$ cat src/rtl/l2_pkg.sv
// Shared types and ASCII constants for the Lab2 command collector.
package l2_pkg;

  typedef enum logic [2:0] {
    S_A,
    S_OP,
    S_B,
    S_TERM,
    S_START,
    S_WAIT
  } l2_state_e;

  localparam logic [7:0] ASC_PLUS  = 8'h2B;
  localparam logic [7:0] ASC_MINUS = 8'h2D;
  localparam logic [7:0] ASC_CR    = 8'h0D;
  localparam logic [3:0] OPND_HI   = 4'h3;

  function automatic logic is_operand(input logic [7:0] b);
    return b[7:4] == OPND_HI;
  endfunction

endpackage

$ cat src/rtl/l2_rdy_timer.sv
// Loadable up-counter with clear and enable; flags the last cycle of the ready window.
module l2_rdy_timer #(
  parameter int unsigned RDY_TIMEOUT = 16,
  localparam int unsigned TW = (RDY_TIMEOUT > 1) ? $clog2(RDY_TIMEOUT) : 1
) (
  input  logic          clk_i,
  input  logic          rst_i,
  input  logic          clr_i,
  input  logic          en_i,
  input  logic          load_i,
  input  logic [TW-1:0] load_val_i,
  output logic          expired_o
);

  logic [TW-1:0] cnt_q;

  always_ff @(posedge clk_i) begin
    if (rst_i || clr_i) begin
      cnt_q <= '0;
    end else if (load_i) begin
      cnt_q <= load_val_i;
    end else if (en_i) begin
      cnt_q <= cnt_q + 1'b1;
    end
  end

  assign expired_o = (cnt_q == TW'(RDY_TIMEOUT - 1));

endmodule

$ cat src/rtl/l2_cmd_collector.sv
// Assembles "<op1><+|-><op2><TERM>" from a UART byte stream and launches the adder.
module l2_cmd_collector
  import l2_pkg::*;
#(
  parameter int unsigned RDY_TIMEOUT = 16,
  parameter logic [7:0]  TERM_CHAR   = ASC_CR,
  parameter int unsigned CNT_W       = 8
) (
  input  logic             clk,
  input  logic             Gl_rst,
  input  logic [7:0]       rx_data,
  input  logic             rx_valid,
  input  logic             L2_adder_rdy,
  output logic [7:0]       Gl_r1,
  output logic [7:0]       Gl_r2,
  output logic             Gl_subtract,
  output logic             Gl_adder_start,
  output logic             busy,
  output logic             err,
  output logic [CNT_W-1:0] drop_cnt
);

  l2_state_e        state_q;
  logic [7:0]       r1_q, r2_q;
  logic             sub_q, start_q, busy_q, err_q;
  logic [CNT_W-1:0] drop_cnt_q;
  logic             in_busy, term_hit, timer_expired;

  assign in_busy  = (state_q == S_START) || (state_q == S_WAIT);
  assign term_hit = (state_q == S_TERM) && rx_valid && (rx_data == TERM_CHAR);

  // Cleared on entry to S_START so the count covers the start cycle; expiry then
  // lands exactly RDY_TIMEOUT cycles after the start pulse.
  l2_rdy_timer #(
    .RDY_TIMEOUT(RDY_TIMEOUT)
  ) u_rdy_timer (
    .clk_i      (clk),
    .rst_i      (Gl_rst),
    .clr_i      (term_hit),
    .en_i       ((state_q == S_START) || ((state_q == S_WAIT) && !L2_adder_rdy && !timer_expired)),
    .load_i     (1'b0),
    .load_val_i ('0),
    .expired_o  (timer_expired)
  );

  always_ff @(posedge clk) begin
    if (Gl_rst) begin
      state_q    <= S_A;
      r1_q       <= '0;
      r2_q       <= '0;
      sub_q      <= 1'b0;
      start_q    <= 1'b0;
      busy_q     <= 1'b0;
      err_q      <= 1'b0;
      drop_cnt_q <= '0;
    end else begin
      start_q <= 1'b0;
      err_q   <= 1'b0;
      if (rx_valid && in_busy && (drop_cnt_q != '1)) begin
        drop_cnt_q <= drop_cnt_q + 1'b1;
      end
      unique case (state_q)
        S_A: begin
          if (rx_valid && is_operand(rx_data)) begin
            r1_q    <= rx_data;
            state_q <= S_OP;
          end
        end
        S_OP: begin
          if (rx_valid) begin
            if (rx_data == ASC_PLUS) begin
              sub_q   <= 1'b0;
              state_q <= S_B;
            end else if (rx_data == ASC_MINUS) begin
              sub_q   <= 1'b1;
              state_q <= S_B;
            end else begin
              err_q   <= 1'b1;
              state_q <= S_A;
            end
          end
        end
        S_B: begin
          if (rx_valid) begin
            if (is_operand(rx_data)) begin
              r2_q    <= rx_data;
              state_q <= S_TERM;
            end else begin
              err_q   <= 1'b1;
              state_q <= S_A;
            end
          end
        end
        S_TERM: begin
          if (term_hit) begin
            start_q <= 1'b1;
            busy_q  <= 1'b1;
            state_q <= S_START;
          end else if (rx_valid) begin
            err_q   <= 1'b1;
            state_q <= S_A;
          end
        end
        S_START: begin
          state_q <= S_WAIT;
        end
        S_WAIT: begin
          if (L2_adder_rdy) begin
            busy_q  <= 1'b0;
            state_q <= S_A;
          end else if (timer_expired) begin
            err_q   <= 1'b1;
            busy_q  <= 1'b0;
            state_q <= S_A;
          end
        end
        default: begin
          busy_q  <= 1'b0;
          state_q <= S_A;
        end
      endcase
    end
  end

  assign Gl_r1          = r1_q;
  assign Gl_r2          = r2_q;
  assign Gl_subtract    = sub_q;
  assign Gl_adder_start = start_q;
  assign busy           = busy_q;
  assign err            = err_q;
  assign drop_cnt       = drop_cnt_q;

endmodule

$ cat config.mk
export PLATFORM = sky130hd
export DESIGN_NAME = l2_cmd_collector
export DESIGN_NICKNAME = d
export VERILOG_FILES = /design/src/rtl/l2_pkg.sv /design/src/rtl/l2_rdy_timer.sv /design/src/rtl/l2_cmd_collector.sv
export SDC_FILE = /design/constraint.sdc
export NUM_CORES = 1
export LEC_CHECK = 0
export BUFFER_PORTS_ARGS = -buffer_cell sky130_fd_sc_hd__buf_2
export CELL_PAD_IN_SITES_DETAIL_PLACEMENT = 1
export CELL_PAD_IN_SITES_GLOBAL_PLACEMENT = 1
export CORE_MARGIN = 8
export CORE_UTILIZATION = 41
export CTS_CLUSTER_DIAMETER = 40
export DETAILED_ROUTE_END_ITERATION = 16
export GPL_TIMING_DRIVEN = 1
export PLACE_DENSITY_LB_ADDON = 0.1
export SLEW_MARGIN = 20
export SYNTH_ARGS = -nofsm -noshare
export SYNTH_HDL_FRONTEND = slang
export SYNTH_HIERARCHICAL = 1
export SYNTH_SLANG_ARGS = --single-unit
$ cat constraint.sdc
create_clock -name clk -period 2.8 [get_ports clk]
set_input_delay 0.84 -clock clk [delete_from_list [all_inputs] [get_ports clk]]
set_output_delay 0.84 -clock clk [all_outputs]
set_load 0.01 [all_outputs]
# Word level (Yosys, flattened, before mapping)
# Cells that the tools add are included.
# classes
n_addsub,2
n_reduce_logical,21
muxes,28
bitwise,2
eq_ne,17
# ops
operator,count
3-bit two-way mux,7
3-bit case mux with 6 select lines,1
"8-bit by 6-bit equality test with 1-bit output, second input constant",2
1-bit two-way mux,15
3-bit AND reduction,3
"8-bit by 1-bit adder with 8-bit output, second input constant",1
"8-bit by 4-bit equality test with 1-bit output, second input constant",1
"8-bit != test, second input constant",1
1-bit logical AND,7
"3-bit by 2-bit equality test with 1-bit output, second input constant",2
"3-bit equality test, second input constant",2
2-bit two-way mux,3
"2-bit != test, second input constant",3
5-bit AND reduction,1
"4-bit by 1-bit adder with 4-bit output, second input constant",1
"4-bit by 2-bit equality test with 1-bit output, second input constant",1
"4-bit equality test, second input constant",1
1-bit case mux with 4 select lines,1
4-bit OR reduction,1
"3-bit by 1-bit equality test with 1-bit output, second input constant",1
3-bit zero test,1
1-bit logical OR,3
"3-bit by 2-bit != test with 1-bit output, second input constant",1
"3-bit != test, second input constant",1
7 further kinds,9
# totals
word_cells,79
reg_bits,35
in_bits,12

# Longest topological paths before layout
# Gate-level depths: netlist of run 1.
# logic_depth
ltp_word,5
depth_mapped,7
depth_no_buf,7

# Modules after synthesis
# Netlist of run 1, hierarchy kept.
# modules_own_cells
mod,cells_per_inst,seq_area_each_um2,area_per_inst_um2,n_inst
l2_cmd_collector,146,620.6,1357.6,1
l2_rdy_timer,24,80.1,202.7,1

# Worst setup path before layout of run 1
# No wires, ideal clock.
# synth_path
path_kind,input -> register
from,input port rx_data[1]
to,register u_rdy_timer.cnt_q[0]
path_slack_ns,0.801
arrival_time_ns,1.884
setup_time_ns,0.115
cell_stages,6
path_cell_list,or3b_1 -> nor4_2 -> nand4_1 -> inv_1 -> nor2_1 -> and2_1
# synth_between
elab_chain_len,3
# synth_rtl
item,line_no,source
"start, declared",l2_cmd_collector.sv:11,"input logic [7:0] rx_data,"
8-bit by 4-bit equality test with 1-bit output,l2_cmd_collector.sv:30,assign term_hit = (state_q == S_TERM) && rx_valid && (rx_data == TERM_CHAR);
1-bit logical AND,l2_cmd_collector.sv:30,
net term_hit,l2_cmd_collector.sv:27,"logic in_busy, term_hit, timer_expired;"
1-bit logical OR,l2_rdy_timer.sv:18,if (rst_i || clr_i) begin
"end signal, assigned",l2_rdy_timer.sv:21,cnt_q <= load_val_i;
"end signal, assigned",l2_rdy_timer.sv:23,cnt_q <= cnt_q + 1'b1;
"end, declared",l2_rdy_timer.sv:15,logic [TW-1:0] cnt_q;
# The timed path passes the listed nets, and every way through them passes these cells.
# A chain may end at the register's enable or synchronous reset.

# Worst setup path after layout of run 1
# Same ends and word-level chain as after synthesis.

==> results of run 1 <==
-- metrics by stage --
stage / setup slack (ps) / hold slack (ps) / util / total power [W] / instance area (um^2)
after floorplan: 801 / 465 / - / 0.000547 / 1590
after global placement: 488 / 429 / 0.498 / 0.000567 / 1820
after detailed placement: 415 / 438 / 0.498 / 0.000570 / 1820
after CTS: 694 / 449 / 0.530 / 0.00104 / 1940
after global routing: 565 / 475 / 0.530 / 0.00107 / 1940
final: 691 / 446 / 0.530 / 0.00102 / 1940
-- worst max-delay path by stage --
stage,end,slack (ps)
6_report,u_rdy_timer/cnt_q[0],690
5_1_grt,u_rdy_timer/cnt_q[3],570
4_1_cts,u_rdy_timer/cnt_q[0],690
3_5_place_dp,u_rdy_timer/cnt_q[0],420
3_3_place_gp,u_rdy_timer/cnt_q[0],490
2_1_floorplan,u_rdy_timer/cnt_q[0],800
-- per-layer routing --
layer  track usage  up-vias
met5             0        -
met1         0.150      678
met2         0.257       35
li1              -      698
met3        0.0588        4
met4        0.0283        0
-- flip-flops by register name, indices dropped and copies added (netlist names) --
register,count
Gl_r1,8
Gl_r2,8
drop_cnt,8
u_rdy_timer/cnt_q,4
state_q,3
Gl_adder_start,1
Gl_subtract,1
busy,1
err,1
-- area by class of cell --
| type | count | area, um^2 |
|---|---|---|
| fill | 452 | 1720 |
| multi-input combinational | 128 | 831 |
| sequential | 35 | 701 |
| timing repair buffer | 39 | 195 |
| clock buffer | 6 | 82.6 |
| tap | 48 | 60.1 |
| inverter | 10 | 37.5 |
| clock inverter | 2 | 35.0 |
-- power by group --
part | internal [W] | switching [W] | leakage [nW] | total (W)
logic | 0.0000201 | 0.0000323 | 0.577 | 0.0000525
registers | 0.000503 | 0.00000445 | 0.283 | 0.000507
clock network | 0.000288 | 0.000177 | 0.0612 | 0.000465
-- worst reg2reg max path: cells and delay by family, from the launching register on --
kind	cells	cell delay (ps)
flops	1	340
compound gates	2	250
fa+ha+maj	1	210
simple gates	3	610
mux	1	230
-- synthesized netlist by cell type, types with 2 or more instances --
master	n
nor2b_1	2
mux2i_1	10
a211oi_1	4
and3_1	5
nor2_1	16
buf_2	2
dfxtp_1	35
o211a_1	2
clkbuf_1	3
ha_1	2
o21ai_1	2
or4_1	2
nand3_1	4
nor3_1	2
a21oi_1	17
xor2_1	2
xnor2_1	3
nand2_1	9
and2_1	3
o21ai_0	7
nand3b_1	2
nand4_1	2
nor4_1	3
inv_1	9
-- kinds of logic (layout without fill, tap and decap cells) --
kind of cell / count (synthesis) / count (layout) / synth area share
compound gates: 39 / 39 / 0.155
xor+xnor: 5 / 5 / 0.0281
fa+ha+maj: 2 / 2 / 0.0160
buf+inv: 15 / 57 / 0.0377
flops: 35 / 35 / 0.449
mux: 11 / 11 / 0.0714
other cells: 1 / 9 / 0.00240
simple gates: 62 / 62 / 0.241
==> key figures, run 1 <==
Hold path
  • Hold Path End: Gl_r2[4]
  • WHS Path Cells: 2
  • Worst hold start: Gl_r2[4]
  • Worst Hold Class: reg -> reg

Synthesis
  • Sequential element share of the synthesized area: 0.449
  • Syn Area/Cell: 9.18 um^2
  • Synth Cell Area: 1560 um^2
  • Mapped Cells: 170
  • Ranking of synthesized cells by area: dfxtp_1 45%, mux2i_1 6.4%, a21oi_1 5.5%, nor2_1 3.8%, o21ai_0 2.2%
  • Number of flops mapped to enable cells by yosys: 0
  • Post-synth top area share: 0.449
  • Synth unique cells: 46
  • Synth Warn #: 6
  • Area leader, netlist: dfxtp_1
  • Ys async rst share: 0
  • Yosys reg bits: 35
  • Dominant synthesized flop cell: dfxtp_1

Clocking
  • Count of hold-fix buffers inserted at cts: 0
  • Clk pin slew, worst setup/hold paths: 70 ps
  • H-Tree Depth: 2
  • Worst skew pair latency: 280 ps
  • Total clock buffers created by CTS: 5
  • CTS Buffer Depth: 2
  • CTS Sinks: 35
  • Root Buffer: clkbuf_8
  • CTS tree: built
  • CTS resizes: 0
  • Total setup buffers inserted after CTS: 0

Timing
  • Unrepaired setup endpoints after global routing: no
  • Slew Limit Fails: 0
  • FMAX: 474 MHz
  • Final min period: 2110 ps
  • # setup viols final: 0
  • Final setup TNS: 0 ps
  • Final Cycle Share: 0.753
  • Final Hold Fails: 0
  • Clock skew: 4.14 ps

Critical path
  • CP peak stage delay: 390 ps
  • CP Capture Type: flop
  • Worst path bufs/invs: 2
  • FF-to-FF Start: u_rdy_timer/cnt_q[0]
  • Arrival @ worst endpoint: 2290 ps
  • R2R depth: 7
  • Setup crit start kind: input port
  • Stages on the worst setup path: 7
  • CP delay by family, top: simple AND/OR/NAND/NOR gates
  • Critical Path RT: 2980 ps
  • R2r setup slk: 1060 ps
  • CP max-delay cell: or3b_1
  • Reg2reg end: u_rdy_timer/cnt_q[1]
  • Top fanout value on the critical path: 5
  • CP Class: in -> reg
  • CP Launch Point: rx_data[1]
  • CP cell instances: buf_2 > or3b_1 > nor4_2 > nand4_1 > inv_1 > nor2_1 > and2_1

Placed design
  • Port bufs: 39
  • DP HPWL: 3050 um
  • Placed Cells: 260
  • Final RePlAce weighted congestion: 0.766

Detailed routing
  • WL/cell: 15.3 um
  • Vias/cell: 5.28
  • Post-Route WL: 4090 um
  • WL met2: 2100 um
  • Vias post-DR: 1415
  • DRC Markers: 0
  • Final ANT Viol Nets: 0
  • Metal-1 WL: 1700 um
  • Initial DRC count: 48
  • Top layer in use: met4
  • Met3 WL: 276 um
  • DR pass1 iterations: 4

Die
  • Rows: 22
  • CORE AREA: 3660 um^2
  • Die Height: 77.7 um
  • Starting Density: 0.426
  • IO Pins: 40
  • DIE AREA: 6040 um^2
  • Die width: 77.7 um

Final layout
  • Commonest cells after routing, fill and taps aside: 39 x buf_2, 35 x dfxtp_1, 17 x a21oi_1
  • Ant. Diodes: 0
  • Commonest non-fill, non-tap cell in the layout: buf_2
  • Final net count: 233
  • Layout cells sized above 1: 0.245
  • Final Instance Count excl. Fillers: 268
  • Layout area overhead: 24.5%

Global route
  • GRT Residual Overflow: 0
  • Largest net degree at the start of global routing: 27
  • Initial antenna violation count: 0
  • Global-route usage over all layers: 0.142
  • Vias in the first global route: 1521
  • First-pass GRT wire length: 7170 um

Pwr
  • Max VDD drop: 0.000341 V
  • Cell Pwr Density: 528 nW/um^2
  • Leakage: 0.921 nW

Flow run
  • Max Cap Viol: 0

Status
  • Status: finished clean
Note: power is estimated with default switching activity, not from simulation.
==> run 2, diff against run 1 <==
--- a/config.mk
+++ b/config.mk
@@ -9,7 +9,7 @@
 export CELL_PAD_IN_SITES_DETAIL_PLACEMENT = 1
 export CELL_PAD_IN_SITES_GLOBAL_PLACEMENT = 1
 export CORE_MARGIN = 8
-export CORE_UTILIZATION = 41
+export CORE_UTILIZATION = 35
 export CTS_CLUSTER_DIAMETER = 40
 export DETAILED_ROUTE_END_ITERATION = 16
 export GPL_TIMING_DRIVEN = 1
==> constraint.sdc (replaced) <==
create_clock -name clk -period 1.84 [get_ports clk]
set_input_delay 0.552 -clock clk [delete_from_list [all_inputs] [get_ports clk]]
set_output_delay 0.552 -clock clk [all_outputs]
set_load 0.01 [all_outputs]
==> key figures, run 2 (same netlist as run 1, synthesis figures left out) <==
Status
  • Status: finished clean (unchanged)

Timing
  • Slew Limit Fails: 0 (unchanged)
  • Final Cycle Share: 0.935
  • Unrepaired setup endpoints after global routing: no (unchanged)
  • FMAX: 581 MHz
  • Final Hold Fails: 0 (unchanged)
  • # setup viols final: 0 (unchanged)
  • Clock skew: 5.27 ps (was 4.14 ps)
  • Final min period: 1720 ps

Pwr
  • Cell Pwr Density: 696 nW/um^2 (was 528 nW/um^2)
  • Net Sw Frac: 0.240 (was 0.208)
  • Combinational Power Share: 0.064 (was 0.051)
  • Leakage: 0.968 nW (was 0.921 nW)
  • Switching power: 0.000336 W (was 0.000214 W)
  • Clk network pwr share: 0.385 (was 0.454)
  • Pint: 0.00106 W (was 0.000811 W)
  • Reg power frac: 0.551 (was 0.495)
  • Max VDD drop: 0.000368 V (was 0.000341 V)

Clocking
  • CTS Buffer Depth: 2 (unchanged)
  • Clk pin slew, worst setup/hold paths: 70 ps (about the same)
  • CTS tree: built (unchanged)
  • CTS Sinks: 35 (unchanged)
  • Total clock buffers created by CTS: 5 (unchanged)
  • Worst skew pair latency: 290 ps (was 280 ps)
  • Count of hold-fix buffers inserted at cts: 0 (unchanged)
  • H-Tree Depth: 2 (unchanged)
  • Root Buffer: clkbuf_8 (unchanged)

Die
  • Rows: 24 (was 22)
  • Die width: 82.8 um (was 77.7 um)
  • IO Pins: 40 (unchanged)
  • Starting Density: 0.361 (was 0.426)
  • CORE AREA: 4320 um^2 (was 3660 um^2)
  • DIE AREA: 6850 um^2 (was 6040 um^2)
  • Die Height: 82.8 um (was 77.7 um)

Critical path
  • Worst setup endpoint: u_rdy_timer/cnt_q[3] (was u_rdy_timer/cnt_q[0])
  • Top fanout value on the critical path: 4 (was 5)
  • FF-to-FF Start: u_rdy_timer/cnt_q[0] (unchanged)
  • R2r setup slk: 120 ps (was 1060 ps)
  • CP Capture Type: flop (unchanged)
  • Critical Path RT: 2050 ps (was 2980 ps)
  • Reg2reg end: u_rdy_timer/cnt_q[3] (was u_rdy_timer/cnt_q[1])
  • Arrival @ worst endpoint: 1930 ps (was 2290 ps)
  • CP Class: reg -> reg (was in -> reg)
  • Setup crit start kind: flop (was input port)
  • R2R depth: 7 (unchanged)
  • CP Launch Point: u_rdy_timer/cnt_q[0] (was rx_data[1])

Detailed routing
  • Initial DRC count: 49 (was 48)
  • WL/cell: 14.8 um (was 15.3 um)
  • Post-Route WL: 4220 um (was 4090 um)
  • Vias post-DR: 1451 (was 1415)
  • DRC Markers: 0 (unchanged)
  • Vias/cell: 5.09 (was 5.28)
  • Final ANT Viol Nets: 0 (unchanged)
  • DR pass1 iterations: 4 (unchanged)

Flow run
  • Max Cap Viol: 0 (unchanged)

Final layout
  • Layout area overhead: 28.9% (was 24.5%)
  • Final net count: 246 (was 233)
  • Design Area, Final: 2010 um^2 (was 1940 um^2)
  • Final Instance Count excl. Fillers: 285 (was 268)
  • Commonest non-fill, non-tap cell in the layout: buf_2 (unchanged)
  • Ant. Diodes: 0 (unchanged)
  • Commonest cells after routing, fill and taps aside: 39 x buf_2, 35 x dfxtp_1, 17 x a21oi_1 (unchanged)
  • Layout cells sized above 1: 0.292 (was 0.245)

Global route
  • Initial antenna violation count: 0 (unchanged)
  • Largest net degree at the start of global routing: 20 (was 27)
  • Vias in the first global route: 1547 (was 1521)
  • Global-route usage over all layers: 0.133 (was 0.142)
  • First-pass GRT wire length: 7070 um (was 7170 um)
  • GRT Residual Overflow: 0 (unchanged)

Placed design
  • Final RePlAce weighted congestion: 0.784 (was 0.766)
  • DP HPWL: 3300 um (was 3050 um)
  • Port bufs: 39 (unchanged)
  • Placed Cells: 277 (was 260)
  • Placement Cell Area: 1930 um^2 (was 1820 um^2)

Hold path
  • Worst Hold Class: reg -> reg (unchanged)
-- run 2: changes by cell type in the layout (fill, tap and decap cells not counted), sizes merged --
cell	change
clkinv	+2
clkbuf	-1
buf	+13
bufinv	-1
-- run 2: per-stage QoR --
step / hold WS [ps] / util / total power, W / TNS, ps / setup slack [ps]
final: 442 / 0.465 / 0.00140 / 0 / 119
after detailed placement: 435 / 0.446 / 0.000878 / -449 / -102
after CTS: 447 / 0.465 / 0.00142 / 0 / 63.0
after floorplan: 465 / - / 0.000832 / 0 / 129
after global routing: 482 / 0.465 / 0.00146 / 0 / 31.7
after global placement: 426 / 0.446 / 0.000874 / -279 / -70.3
-- run 2: power by group through the flow --
stage	Clock, W	Combinational, W	Sequential [W]
final	0.000538	0.0000893	0.000772
after CTS	0.000562	0.0000899	0.000771
after global placement	0	0.0000854	0.000788
after floorplan	0	0.0000437	0.000788
after detailed placement	0	0.0000890	0.000789
after global routing	0.000592	0.0000997	0.000772
-- run 2: final cells by class --
type	instances	area, um^2
inverter	10	37.5
clock inverter	3	15.0
sequential	35	701
tap	52	65.1
clock buffer	5	68.8
timing repair buffer	52	293
multi-input combinational	128	832
fill	543	2310
-- run 2: layer usage --
layer	GRT usage	wire length [um]	vias to the layer above
met5	0	0	-
met4	0.0414	33	0
met3	0.0422	212	4
met2	0.243	2200	29
met1	0.140	1780	699
li1	-	-	719
-- run 2: what timing repair did --
| item | 4_1_cts | 5_1_grt |
|---|---|---|
| resized for setup | 0 | 1 |
| endpoints found under the setup margin | 0 | 2 |
| buffers inserted | 0 | 0 |
-- run 2: critical path, stage by stage (launching register included) --
cell     delay (ps)
dfxtp_1         340
ha_1            210
and3_1          210
o21ai_1         180
and2_2          220
nand4_1         140
xor2_1          170
a21oi_1         160
-- run 2: worst min-delay path by stage --
| stage | startpoint | cells after the start | to |
|---|---|---|---|
| finish | Gl_r2[5] | 2 | Gl_r2[5] |
| global route | Gl_r2[5] | 2 | Gl_r2[5] |
| CTS | Gl_r2[5] | 2 | Gl_r2[5] |
| detailed placement | Gl_r2[5] | 2 | Gl_r2[5] |
| global placement | busy | 2 | busy |
| floorplan | busy | 2 | busy |
==> run 3, diff against run 2 <==
--- a/config.mk
+++ b/config.mk
@@ -17,5 +17,4 @@
 export SLEW_MARGIN = 20
 export SYNTH_ARGS = -nofsm -noshare
 export SYNTH_HDL_FRONTEND = slang
-export SYNTH_HIERARCHICAL = 1
 export SYNTH_SLANG_ARGS = --single-unit
==> key figures, run 3 <==
Status
  • Status: finished clean (unchanged)

Timing
  • Final min period: 1670 ps (was 1720 ps)
  • FMAX: 599 MHz (was 581 MHz)
  • Final Cycle Share: 0.908 (was 0.935)
  • # setup viols final: 0 (unchanged)
  • Final setup TNS: 0 ps (unchanged)
  • Slew headroom: 0.606
  • Clock skew: 9.65 ps (was 5.27 ps)
  • Final Hold Fails: 0 (unchanged)
  • Slew @ Worst Pin: 591 ps
  • Hold slack final: 447 ps (was 442 ps)
  • Unrepaired setup endpoints after global routing: no (unchanged)
  • Slew Limit Fails: 0 (unchanged)

Final layout
  • Layout area overhead: 25.2% (was 28.9%)
  • Commonest non-fill, non-tap cell in the layout: buf_2 (unchanged)
  • Commonest cells after routing, fill and taps aside: 39 x buf_2, 35 x dfxtp_1, 22 x nor2_1 (was 39 x buf_2, 35 x dfxtp_1, 17 x a21oi_1)
  • Filler cells: 526 (was 543)
  • Layout cells sized above 1: 0.283 (was 0.292)
  • Final net count: 225 (was 246)
  • Util after Layout: 0.453 (was 0.465)
  • Ant. Diodes: 0 (unchanged)

Clocking
  • CTS tree: built (unchanged)
  • Total setup buffers inserted after CTS: 0 (unchanged)
  • Clk pin slew, worst setup/hold paths: 70 ps (about the same)
  • Total clock buffers created by CTS: 5 (unchanged)
  • CTS Sinks: 35 (unchanged)
  • Count of hold-fix buffers inserted at cts: 0 (unchanged)
  • CTS resizes: 0 (unchanged)
  • Root Buffer: clkbuf_8 (unchanged)
  • Worst skew pair latency: 290 ps (about the same)
  • CTS Buffer Depth: 2 (unchanged)
  • H-Tree Depth: 2 (unchanged)

Critical path
  • CP Capture Type: flop (unchanged)
  • Setup crit start kind: flop (unchanged)
  • Top fanout value on the critical path: 5 (was 4)
  • CP Class: reg -> reg (unchanged)
  • Arrival @ worst endpoint: 1830 ps (was 1930 ps)
  • Critical Path RT: 2000 ps (was 2050 ps)
  • R2R depth: 5 (was 7)

Die
  • IO Pins: 40 (unchanged)
  • Die Height: 82.9 um (was 82.8 um)
  • Starting Density: 0.362 (was 0.361)
  • DIE AREA: 6870 um^2 (was 6850 um^2)
  • CORE AREA: 4320 um^2 (unchanged)
  • Die width: 82.9 um (was 82.8 um)
  • Rows: 24 (unchanged)

Synthesis
  • Dominant synthesized flop cell: dfxtp_1 (unchanged)
  • Area leader, netlist: dfxtp_1 (unchanged)
  • Sequential element share of the synthesized area: 0.448 (was 0.449)
  • Top-count cell post-synth: dfxtp_1 (unchanged)
  • Ranking of synthesized cells by area: dfxtp_1 45%, mux2i_1 7.7%, nor2_1 5.3%, a21oi_1 3.5%, nand3_1 2.2% (was dfxtp_1 45%, mux2i_1 6.4%, a21oi_1 5.5%, nor2_1 3.8%, o21ai_0 2.2%)
  • Net Count, Synth: 179
  • Mapped Cells: 165 (was 170)
  • Yosys reg bits: 35 (unchanged)
  • Synth Cell Area: 1570 um^2 (was 1560 um^2)
  • Syn Area/Cell: 9.49 um^2 (was 9.18 um^2)
  • Number of flops mapped to enable cells by yosys: 0 (unchanged)
  • Ys async rst share: 0 (unchanged)
  • Post-synth top area share: 0.448 (was 0.449)
  • Synth Warn #: 0 (was 6)
  • Synth unique cells: 45 (was 46)
  • Post-synth top cells: 35 x dfxtp_1, 22 x nor2_1, 12 x mux2i_1 (was 35 x dfxtp_1, 17 x a21oi_1, 16 x nor2_1)

Global route
  • Vias in the first global route: 1555 (was 1547)
  • First-pass GRT wire length: 7380 um (was 7070 um)
  • Global-route usage over all layers: 0.124 (was 0.133)
  • Initial antenna violation count: 0 (unchanged)
  • GRT Residual Overflow: 0 (unchanged)
  • Largest net degree at the start of global routing: 34 (was 20)

Pwr
  • Max VDD drop: 0.000414 V (was 0.000368 V)
  • Leakage: 0.860 nW (was 0.968 nW)
  • Cell Pwr Density: 792 nW/um^2 (was 696 nW/um^2)

Detailed routing
  • WL met2: 1970 um (was 2200 um)
  • Vias post-DR: 1394 (was 1451)
  • DR pass1 iterations: 4 (unchanged)
  • Post-Route WL: 4160 um (was 4220 um)
  • Met3 WL: 176 um (was 212 um)
  • Metal-1 WL: 1970 um (was 1780 um)
  • DRC Markers: 0 (unchanged)
  • Top layer in use: met4 (unchanged)
  • WL/cell: 15.8 um (was 14.8 um)
  • Final ANT Viol Nets: 0 (unchanged)
  • Initial DRC count: 49 (unchanged)
  • Vias/cell: 5.28 (was 5.09)

Placed design
  • Final RePlAce weighted congestion: 0.832 (was 0.784)
  • DP HPWL: 3150 um (was 3300 um)
  • Port bufs: 39 (unchanged)

Flow run
  • Max Cap Viol: 0 (unchanged)

Hold path
  • Worst Hold Class: reg -> reg (unchanged)
  • WHS Path Cells: 2 (unchanged)
## run 3: area by class of cell
type                            count  area (um^2)  share of cell area
Inverter                            8         30.0              0.0153
Clock buffer                        6         82.6              0.0421
Clock inverter                      2         35.0              0.0179
Tap cell                           52         65.1              0.0332
Timing Repair Buffer               44          233               0.119
Sequential cell                    35          701               0.358
Multi-Input combinational cell    117          813               0.415
## run 3: worst paths after layout
path / startpoint / to / slack (ps)
setup / recovery: drop_cnt[0] / drop_cnt[1] / 170
hold / removal: Gl_r2[5] / Gl_r2[5] / 450
setup reg to reg: drop_cnt[0] / drop_cnt[1] / 170
hold reg to reg: Gl_r2[5] / Gl_r2[5] / 450
## run 3: critical path: stages, from the launching register on
cell	delay, ps
dfxtp_1	340
ha_1	230
and4_1	280
a311oi_2	410
mux2i_1	230
nor2_1	50
## run 3: logic make-up after synthesis
group	share of synthesized area
xor gates and xnor gates	0.0224
buffers and inverters	0.0328
adders and majority gates	0.0160
muxes	0.0767
DFF	0.448
AOI/OAI and AO/OA	0.146
and+or+nand+nor	0.258
## run 3: per-stage QoR
step	area, um^2	worst slack (ps)	cells	total power, W
finish	1960	169	264	0.00155
floorplan	1570	252	165	0.000814
global placement	1840	100	256	0.000846
CTS	1960	162	264	0.00158
global route	1960	19.7	264	0.00162
detailed placement	1840	6.69	256	0.000848
## run 3: power breakdown
group | internal (W) | leakage (nW) | switching, W
Combinational | 0.0000268 | 0.517 | 0.0000414
Clock | 0.000438 | 0.0612 | 0.000282
Sequential | 0.000760 | 0.282 | 0.00000310
Total | 0.00122 | 0.860 | 0.000326
## run 3: routing by layer
metal,up-vias,track usage
met2,27,0.211
met3,3,0.0420
met5,-,0
li1,693,-
met1,671,0.144
met4,0,0.0288
